**src/rtl/core_io_axil.sv**
```systemverilog
`default_nettype none
// ============================================================================
// core_io_axil : AXI4-Lite master that polls a status register, then moves
//                one word from the RX register or to the TX register.
// Revision     : 1.0
// ============================================================================
module core_io_axil #(
  parameter int                  ADDR_W   = 4,
  parameter int                  DATA_W   = 32,
  parameter logic [ADDR_W-1:0]   RX_OFS   = 'h0,
  parameter logic [ADDR_W-1:0]   TX_OFS   = 'h4,
  parameter logic [ADDR_W-1:0]   STAT_OFS = 'h8,
  parameter int                  RXV_BIT  = 0,
  parameter int                  TXF_BIT  = 3,
  parameter logic [DATA_W/8-1:0] TX_STRB  = 'b0001,
  parameter int                  POLL_MAX = 1023
) (
  input  logic                clk,
  input  logic                rst_n,
  input  logic                req_valid,
  output logic                req_ready,
  input  logic                req_write,
  input  logic [DATA_W-1:0]   req_wdata,
  output logic                rsp_valid,
  output logic [DATA_W-1:0]   rsp_rdata,
  output logic [1:0]          rsp_err,
  output logic                busy,
  output logic [ADDR_W-1:0]   araddr,
  output logic                arvalid,
  input  logic                arready,
  input  logic [DATA_W-1:0]   rdata,
  input  logic [1:0]          rresp,
  input  logic                rvalid,
  output logic                rready,
  output logic [ADDR_W-1:0]   awaddr,
  output logic                awvalid,
  input  logic                awready,
  output logic [DATA_W-1:0]   wdata,
  output logic [DATA_W/8-1:0] wstrb,
  output logic                wvalid,
  input  logic                wready,
  input  logic [1:0]          bresp,
  input  logic                bvalid,
  output logic                bready
);

  localparam int PCW = (POLL_MAX > 1) ? $clog2(POLL_MAX) : 1;
  localparam logic [PCW-1:0] POLL_LAST = PCW'((POLL_MAX > 0) ? POLL_MAX - 1 : 0);

  typedef enum logic [2:0] {
    IDLE    = 3'd0,
    POLL_AR = 3'd1,
    POLL_R  = 3'd2,
    DATA_AR = 3'd3,
    DATA_R  = 3'd4,
    WR_AWW  = 3'd5,
    WR_B    = 3'd6,
    RESP    = 3'd7
  } state_t;

  state_t              state, state_nxt;
  logic [PCW-1:0]      poll_cnt, poll_cnt_nxt;
  logic                is_write, is_write_nxt;
  logic [DATA_W-1:0]   wr_data, wr_data_nxt;
  logic [DATA_W-1:0]   rsp_rdata_nxt;
  logic [1:0]          rsp_err_nxt;
  logic [ADDR_W-1:0]   araddr_nxt, awaddr_nxt;
  logic                arvalid_nxt, awvalid_nxt, wvalid_nxt;
  logic [DATA_W-1:0]   wdata_nxt;
  logic [DATA_W/8-1:0] wstrb_nxt;

  always_ff @(posedge clk or negedge rst_n) begin
    if (!rst_n) begin
      state     <= IDLE;
      poll_cnt  <= '0;
      is_write  <= 1'b0;
      wr_data   <= '0;
      req_ready <= 1'b0;
      rsp_valid <= 1'b0;
      rsp_rdata <= '0;
      rsp_err   <= 2'b00;
      busy      <= 1'b0;
      araddr    <= '0;
      arvalid   <= 1'b0;
      rready    <= 1'b0;
      awaddr    <= '0;
      awvalid   <= 1'b0;
      wdata     <= '0;
      wstrb     <= '0;
      wvalid    <= 1'b0;
      bready    <= 1'b0;
    end else begin
      state     <= state_nxt;
      poll_cnt  <= poll_cnt_nxt;
      is_write  <= is_write_nxt;
      wr_data   <= wr_data_nxt;
      req_ready <= (state_nxt == IDLE);
      rsp_valid <= (state_nxt == RESP);
      rsp_rdata <= rsp_rdata_nxt;
      rsp_err   <= rsp_err_nxt;
      busy      <= (state_nxt != IDLE);
      araddr    <= araddr_nxt;
      arvalid   <= arvalid_nxt;
      rready    <= (state_nxt == POLL_R) || (state_nxt == DATA_R);
      awaddr    <= awaddr_nxt;
      awvalid   <= awvalid_nxt;
      wdata     <= wdata_nxt;
      wstrb     <= wstrb_nxt;
      wvalid    <= wvalid_nxt;
      bready    <= (state_nxt == WR_B);
    end
  end

  always_comb begin
    state_nxt     = state;
    poll_cnt_nxt  = poll_cnt;
    is_write_nxt  = is_write;
    wr_data_nxt   = wr_data;
    rsp_rdata_nxt = rsp_rdata;
    rsp_err_nxt   = rsp_err;

    case (state)
      IDLE: begin
        if (req_valid && req_ready) begin
          is_write_nxt = req_write;
          wr_data_nxt  = req_wdata;
          poll_cnt_nxt = '0;
          state_nxt    = POLL_AR;
        end
      end
      POLL_AR: if (arvalid && arready) state_nxt = POLL_R;
      POLL_R: begin
        if (rvalid && rready) begin
          if (rresp != 2'b00) begin
            rsp_err_nxt = 2'b01;
            state_nxt   = RESP;
          end else if (!is_write && rdata[RXV_BIT]) begin
            state_nxt = DATA_AR;
          end else if (is_write && !rdata[TXF_BIT]) begin
            state_nxt = WR_AWW;
          end else if ((POLL_MAX != 0) && (poll_cnt == POLL_LAST)) begin
            rsp_err_nxt = 2'b10;
            state_nxt   = RESP;
          end else begin
            // Saturate so an unbounded poll (POLL_MAX == 0) never wraps.
            if (poll_cnt != {PCW{1'b1}}) poll_cnt_nxt = poll_cnt + 1'b1;
            state_nxt = POLL_AR;
          end
        end
      end
      DATA_AR: if (arvalid && arready) state_nxt = DATA_R;
      DATA_R: begin
        if (rvalid && rready) begin
          if (rresp == 2'b00) begin
            rsp_rdata_nxt = rdata;
            rsp_err_nxt   = 2'b00;
          end else begin
            rsp_err_nxt   = 2'b01;
          end
          state_nxt = RESP;
        end
      end
      WR_AWW: begin
        // Each channel counts as done once its VALID has dropped or handshakes now.
        if ((!awvalid || awready) && (!wvalid || wready)) state_nxt = WR_B;
      end
      WR_B: begin
        if (bvalid && bready) begin
          rsp_err_nxt = (bresp != 2'b00) ? 2'b01 : 2'b00;
          state_nxt   = RESP;
        end
      end
      RESP:    state_nxt = IDLE;
      default: state_nxt = IDLE;
    endcase
  end

  always_comb begin
    araddr_nxt  = araddr;
    arvalid_nxt = arvalid;
    awaddr_nxt  = awaddr;
    awvalid_nxt = awvalid;
    wdata_nxt   = wdata;
    wstrb_nxt   = wstrb;
    wvalid_nxt  = wvalid;

    if (arvalid && arready) arvalid_nxt = 1'b0;
    if (awvalid && awready) awvalid_nxt = 1'b0;
    if (wvalid && wready)   wvalid_nxt  = 1'b0;

    if (state_nxt != state) begin
      case (state_nxt)
        POLL_AR: begin
          araddr_nxt  = STAT_OFS;
          arvalid_nxt = 1'b1;
        end
        DATA_AR: begin
          araddr_nxt  = RX_OFS;
          arvalid_nxt = 1'b1;
        end
        WR_AWW: begin
          awaddr_nxt  = TX_OFS;
          wdata_nxt   = wr_data;
          wstrb_nxt   = TX_STRB;
          awvalid_nxt = 1'b1;
          wvalid_nxt  = 1'b1;
        end
        default: ;
      endcase
    end
  end

endmodule
`default_nettype wire

```
**config.mk**
```make
export PLATFORM = sky130hd
export DESIGN_NAME = core_io_axil
export DESIGN_NICKNAME = d
export VERILOG_FILES = /design/src/rtl/core_io_axil.sv
export SDC_FILE = /design/constraint.sdc
export NUM_CORES = 1
export LEC_CHECK = 0
export CAP_MARGIN = 20
export CORE_ASPECT_RATIO = 1.2
export CORE_MARGIN = 2
export CORE_UTILIZATION = 30
export CTS_CLUSTER_DIAMETER = 100
export DETAILED_ROUTE_END_ITERATION = 8
export PLACE_DENSITY_LB_ADDON = 0.2
export SLEW_MARGIN = 15
export SYNTH_ARGS = -nofsm -noshare
export SYNTH_HDL_FRONTEND = slang
export SYNTH_SLANG_ARGS = --single-unit
export TNS_END_PERCENT = 50
```
**constraint.sdc**
```tcl
create_clock -name clk -period 3.05 [get_ports clk]
set_input_delay 0.305 -clock clk [delete_from_list [all_inputs] [get_ports clk]]
set_output_delay 0.305 -clock clk [all_outputs]
set_load 0.02 [all_outputs]
```
==> metrics.cfg, run 1 <==
[timing]
grt_setup_unrepaired=no
max_slew_margin_pct=57.0
slew_viol_final=0
worst_slew_pin_slew_ns=0.644
hold_viol=0
finalCritPeriodShare_pct=86.0
fin_worst_skew_ns=0.00766
setup_tns_ns=0
setup_violations=0
finalHoldWorstSlack_ns=0.419
min_period_ns=2.62
timing.fmax_mhz=381

[layout]
drive_above_1_share_pct=8.09
final_net_count=675
area_growth_syn_to_layout_pct=46.8
fillers=1579
utilization_pct=44.8
fin_cells=823

[logic_synthesis]
yosys.area_share.adder_pct=0.489
yosys.area_share.simple_pct=14.9
synth_warnings=0
ys_seq_area_share_pct=59.6
syn_inst=433
synth_top_area_share_pct=59.6
yosys-top-cells-area=dfrtp_1 (60%), mux2_1 (14%), nand2_1 (7.7%), buf_4 (1.9%), a21oi_1 (1.1%)
synth_largest_area_cell=dfrtp_1
syn_avg_cell_area_um2=11.8
synthDistinctLibCells=52
synth.mux.area_fraction_pct=14.7
syn-cell-area_um2=5120
ys.flop_type=dfrtp_1
synth_top_family_by_area=simple AND/OR/NAND/NOR gates
synth_edf_count=0
synth-seq-cells=122
synth_xor_area_share_pct=0.171
synth_compound_area_share_pct=5.79
async_flop_share_pct=100

[pwr]
power_leakage_nw=3.44
ir_worst_vdd_mv=0.398
powerDensity_nw_per_um2=996

[clock_network]
cts.sinks=122
cts_resized=0
cts-htree-levels=4
cts_buffer_depth=2
clock_latency_ns=0.41
clk_pin_slew_ns=0.05
post_cts_buffers=0
cts_tree=yes
numCtsBuffers=17
root_buffer=clkbuf_16

[global_routing]
overflow=0
antenna_found_initial=1
grt_first_pass_wirelength_um=19500
grt_pass1_vias=3981
grt_max_degree=51
grt_usage_pct=13.7

[floorplan]
die_w_um=123
core_um2=16800
start_util_pct=30.5
die_area_um2=18100
placementRows=52
ios=163
die_y_um=147

[min_path]
hold_path_class=primary input to register
hp-start=req_wdata[16]
holdPathStages=3
holdPathEnd=wr_data[16]

[placed_design]
io_buffer_count=153
dp_hpwl_um=8440
gp_congestion=0.787
dp.cells=792

[critical_path]
r2r-end=wdata[31]
crit_chain=or3b_4 > a311oi_1 > o22ai_1 > inv_2 > and4b_2 > buf_12 > mux2_1
cpMaxStageDelayCell=dfrtp_1
crit_type=register to register
arrival_ns=2.91
worstSetupEndpointType=register
max_stage_delay_ns=0.58
worstPathRequired_ns=3.34
reg2reg_slack_ns=0.43
crit_path_start=state[1]
worstPathMaxFanout=35
rr_worst_depth=7
reg2reg_from=state[1]
cp-start-kind=register

[outcome]
status=finished clean

[detailed_routing]
dr.pass1.iters=4
wl_per_cell_um=14.6
drc=0
final_antenna_net_count=0
finalWirelength_um=12000
drt_iter0_drc=149
vias=3758
viasPerCell=4.57

[run]
cap_violations=0

[cell families after synthesis]
family | after synthesis
buffers and inverters | 38
DFF | 122
AOI/OAI and AO/OA | 43
muxes | 67
other | 1
adders and majority gates | 2
xor gates and xnor gates | 1
and+or+nand+nor | 159
[metrics by stage]
step | setup WS (ns) | area (um2) | total power, W
floorplan | 0.822 | 5150 | 0.00409
global placement | 0.492 | 6880 | 0.00538
detailed placement | 0.449 | 6880 | 0.00542
CTS | 0.424 | 7510 | 0.00760
global route | 0.282 | 7510 | 0.00795
finish | 0.427 | 7520 | 0.00749
[cells in the mapped netlist, drive strengths merged (5+ instances only)]
cell and n:
a21oi 11, buf 20, clkbuf 9, dfrtp 122, inv 8, mux2 65, nand2 105, nand3 9
nor2b 5, nor3 7, o21ai 8, o31ai 6, or3 5
[layout by cell type (no fill, tap or decap), types with 3 or more instances in the layout]
cell type        netlist  routed
or2_1                  3       3
buf_4                 13      10
dfrtp_1              122     122
bufinv_16              0       4
mux2_1                65      65
o21ai_1                5       5
o21ai_0                3       3
inv_1                  6       6
or3_1                  5       5
nand4_1                3       3
clkbuf_16              0      17
nand2b_1               3       3
nor2b_1                5       4
nand3_1                8       8
nand2_1              105     105
a21oi_1               11      11
nor3_1                 6       6
or4_1                  3       3
clkdlybuf4s50_1        0     152
conb_1                 1       9
o31ai_1                6       6
clkbuf_8               0       4
[worst max path at each step]
| stage | end | slack, ns | cells after the start |
|---|---|---|---|
| 6_report | wdata[31] | 0.43 | 7 |
| 5_1_grt | wdata[4] | 0.28 | 7 |
| 4_1_cts | wdata[31] | 0.42 | 7 |
| 3_3_place_gp | wdata[4] | 0.49 | 7 |
| 3_5_place_dp | wdata[6] | 0.45 | 9 |
| 2_1_floorplan | wdata[10] | 0.82 | 8 |
[timing repair]
item | CTS | global route
hold buffers | 1 | 0
endpoints found under the setup margin | 0 | 0
hold endpoints to repair | 46 | 0
[state kept, by name (all words and copies together), names as in the netlist]
| register | count |
|---|---|
| awaddr | 1 |
| awvalid | 1 |
| wr_data | 32 |
| arvalid | 1 |
| state | 3 |
| araddr | 1 |
| rsp_rdata | 32 |
| busy | 1 |
| wvalid | 1 |
| bready | 1 |
| is_write | 1 |
| rsp_err | 2 |
| rsp_valid | 1 |
| rready | 1 |
| wdata | 32 |
| poll_cnt | 10 |
| req_ready | 1 |
[layer usage]
layer,GRT usage [%],share of wire (%),vias to the layer above
met2,21.7,47,138
li1,-,-,1795
met3,5.47,8.4,9
met5,0,0,-
met4,4.32,0.91,0
met1,17.0,44,1816
[report_power, final]
| part | internal (W) | switching [W] | total [W] | leakage (nW) |
|---|---|---|---|---|
| logic | 0.00135 | 0.00133 | 0.00268 | 1.55 |
| clock network | 0.00144 | 0.000697 | 0.00214 | 0.300 |
| registers | 0.00229 | 0.000385 | 0.00267 | 1.59 |
[layout make-up]
cell class                      instances  area [um2]  share of cell area, %
Antenna cell                            1        2.50                 0.0333
Clock buffer                           22         484                   6.44
Clock inverter                          7         140                   1.86
Inverter                                9        33.8                  0.449
Multi-Input combinational cell        281        1890                   25.1
Sequential cell                       122        3050                   40.6
Tap cell                              216         270                   3.60
Timing Repair Buffer                  165        1650                   21.9
[worst max-delay path: cells and delay by family, from the launching register on]
family / cells / cell delay (ns)
muxes: 1 / 0.35
DFF: 1 / 0.58
AOI/OAI and AO/OA: 2 / 0.47
and+or+nand+nor: 2 / 0.73
buffers and inverters: 2 / 0.34
No activity file was read; power rests on OpenSTA's default activity.
==> run 2, diff against run 1 <==
--- a/config.mk
+++ b/config.mk
@@ -6,11 +6,12 @@
 export NUM_CORES = 1
 export LEC_CHECK = 0
 export CAP_MARGIN = 20
-export CORE_ASPECT_RATIO = 1.2
+export CORE_ASPECT_RATIO = 1.25
 export CORE_MARGIN = 2
 export CORE_UTILIZATION = 30
 export CTS_CLUSTER_DIAMETER = 100
 export DETAILED_ROUTE_END_ITERATION = 8
+export HOLD_SLACK_MARGIN = 0.12
 export PLACE_DENSITY_LB_ADDON = 0.2
 export SLEW_MARGIN = 15
 export SYNTH_ARGS = -nofsm -noshare
==> run 2 against run 1 <==
Compared with the run above: first-iteration DRC count fell by 5.4%; worst setup slack got worse by 0.010 ns; sequential cell count did not move; non-clock buffer count fell by 1; total power fell by 2.6%; combinational power barely moved; critical path type unchanged; critical endpoint is now wdata[2].
==> metrics.cfg, run 2 (synthesis results as in run 1) <==
[layout]
largestRegisters=rsp_rdata: 32 flops, wdata: 32 flops, wr_data: 32 flops
layout_commonest_cell=clkdlybuf4s50_1
final_net_count=674  ; -0.15%
antennaDiodeCount=0  ; -1
fillers=1593  ; +0.89%
regArea_um2=3050  ; unchanged
multiInputGateArea_um2=1890  ; unchanged
area_growth_syn_to_layout_pct=45.6
final_cell_mix=clkdlybuf4s50_1 (152), dfrtp_1 (122), nand2_1 (105)
drive_above_1_share_pct=7.92  ; -0.17 points

[placed_design]
io_buffer_count=153  ; unchanged
gp_congestion=0.779  ; -0.94%
dp_hpwl_um=8600  ; +1.8%

[timing]
finalCritPeriodShare_pct=86.3  ; +0.34 points
setup_tns_ns=0  ; unchanged
finalHoldWorstSlack_ns=0.418  ; -0.000264 ns
worst_slew_pin_slew_ns=0.666  ; +0.0220 ns
fin_worst_skew_ns=0.0117  ; +0.00405 ns
setup_violations=0  ; unchanged
slew_viol_final=0  ; unchanged
max_slew_margin_pct=55.6  ; -1.5 points
min_period_ns=2.63  ; +0.0105 ns
timing.fmax_mhz=380  ; -0.40%
grt_setup_unrepaired=no
hold_viol=0  ; unchanged

[clock_network]
cts-htree-levels=4  ; unchanged
cts.sinks=122  ; unchanged
post_cts_buffers=0  ; unchanged
clock_latency_ns=0.41  ; about the same
numCtsBuffers=17  ; unchanged
clk_pin_slew_ns=0.06  ; about the same
cts_tree=yes
cts_buffer_depth=2  ; unchanged
root_buffer=clkbuf_16

[critical_path]
worstSetupEndpointType=register
r2r-end=wdata[2]
path_delay_family=simple AND/OR/NAND/NOR gates
reg2reg_slack_ns=0.42  ; about the same
rr_worst_depth=7  ; unchanged
max_stage_delay_ns=0.58  ; about the same
worstPathRequired_ns=3.34  ; about the same
arrival_ns=2.92  ; about the same
crit_chain=or3b_4 > a311oi_1 > o22ai_1 > inv_2 > and4b_2 > buf_12 > mux2_1
crit_type=register to register
cpMaxStageDelayCell=dfrtp_1
timing.critical_path.buf_inv=2  ; unchanged
cp-start-kind=register
reg2reg_from=state[1]
worstPathMaxFanout=35  ; unchanged

[pwr]
ir_worst_vdd_mv=0.408  ; +2.5%
finalPower_w=0.00729  ; -2.6%
power_leakage_nw=3.41  ; -0.78%
powerDensity_nw_per_um2=978  ; -1.8%

[floorplan]
die_area_um2=18100  ; about the same
start_util_pct=30.5  ; about the same
die_w_um=121  ; -2.0%
die_y_um=150  ; +2.0%
ios=163  ; unchanged
core_um2=16800  ; about the same
placementRows=53  ; +1.9%

[detailed_routing]
drt_iter0_drc=141  ; -5.4%
dr.pass1.iters=4  ; unchanged
wl_per_cell_um=14.6  ; +0.29%
vias=3805  ; +1.3%
drc=0  ; unchanged
final_antenna_net_count=0  ; unchanged
viasPerCell=4.61  ; +0.88%
finalWirelength_um=12100  ; +0.65%

[global_routing]
antenna_found_initial=0  ; -1
grt_usage_pct=14.0  ; +0.27 points
grt_pass1_vias=4030  ; +1.2%
overflow=0  ; unchanged
grt_max_degree=53  ; +3.9%
grt_first_pass_wirelength_um=19700  ; +0.78%

[outcome]
status=finished clean

[min_path]
hp-start=req_wdata[24]
holdPathStages=3  ; unchanged
hold_path_class=primary input to register
holdPathEnd=wr_data[24]

[run]
cap_violations=0  ; unchanged

-- run 2: cell types whose count changed in the layout (fill, tap and decap cells not counted) --
cell / previous run / this run
clkbuf_1: 1 / 2
clkinv_2: 1 / 4
diode_2: 1 / 0
bufinv_16: 4 / 2
clkbuf_8: 4 / 3
buf_4: 10 / 9
-- run 2: layout make-up --
cell class | count | share of cell area, %
flip-flops and latches | 122 | 40.9
multi-input cells | 281 | 25.3
repair buffers | 164 | 22.0
clock buffers | 22 | 6.36
well taps | 220 | 3.69
clock inverters | 8 | 1.28
inverters | 9 | 0.453
-- run 2: report_power, final --
group	leakage, nW	total [W]	internal (W)	switching [W]
logic	1.54	0.00267	0.00134	0.00133
registers	1.59	0.00269	0.00229	0.000404
clock network	0.278	0.00193	0.00125	0.000676
total	3.41	0.00729	0.00488	0.00241
-- run 2: worst max path at each step --
stage | startpoint | to | slack (ns) | cells past startpoint
2_1_floorplan | state[2] | wdata[10] | 0.82 | 8
3_3_place_gp | rresp[1] | wdata[11] | 0.49 | 7
3_5_place_dp | rresp[1] | wdata[2] | 0.42 | 7
4_1_cts | state[1] | wdata[2] | 0.41 | 7
5_1_grt | state[1] | wdata[2] | 0.24 | 7
6_report | state[1] | wdata[2] | 0.42 | 7
-- run 2: stage by stage --
step                      setup WS (ns)  utilization, %  cell area (um2)  std cells
final                             0.416            44.4             7460        826
after global routing              0.242            44.4             7460        826
after CTS                         0.408            44.4             7460        826
after detailed placement          0.416            41.0             6880        795
after global placement            0.493            41.0             6880        795
after floorplan                   0.822               -             5150        441
-- run 2: what timing repair did --
item / CTS / global route
hold endpoints to repair: 49 / 0
hold buffers: 1 / 0
setup endpoints to repair: 0 / 0
resized for setup: 0 / 0
-- run 2: worst min-delay path, cell delays in order --
cell and delay (ns):
clkdlybuf4s50_1 0.39, nand2_1 0.05, nand2_1 0.04
-- run 2: routing by layer --
metal | vias to the layer above | routed length, um | part of all wire [%] | global-route usage [%]
met2 | 133 | 5820 | 48 | 22.9
met4 | 0 | 155 | 1.3 | 5.58
met1 | 1862 | 5290 | 44 | 17.0
met3 | 13 | 795 | 6.6 | 4.39
li1 | 1797 | - | - | -
met5 | - | 0 | 0 | 0
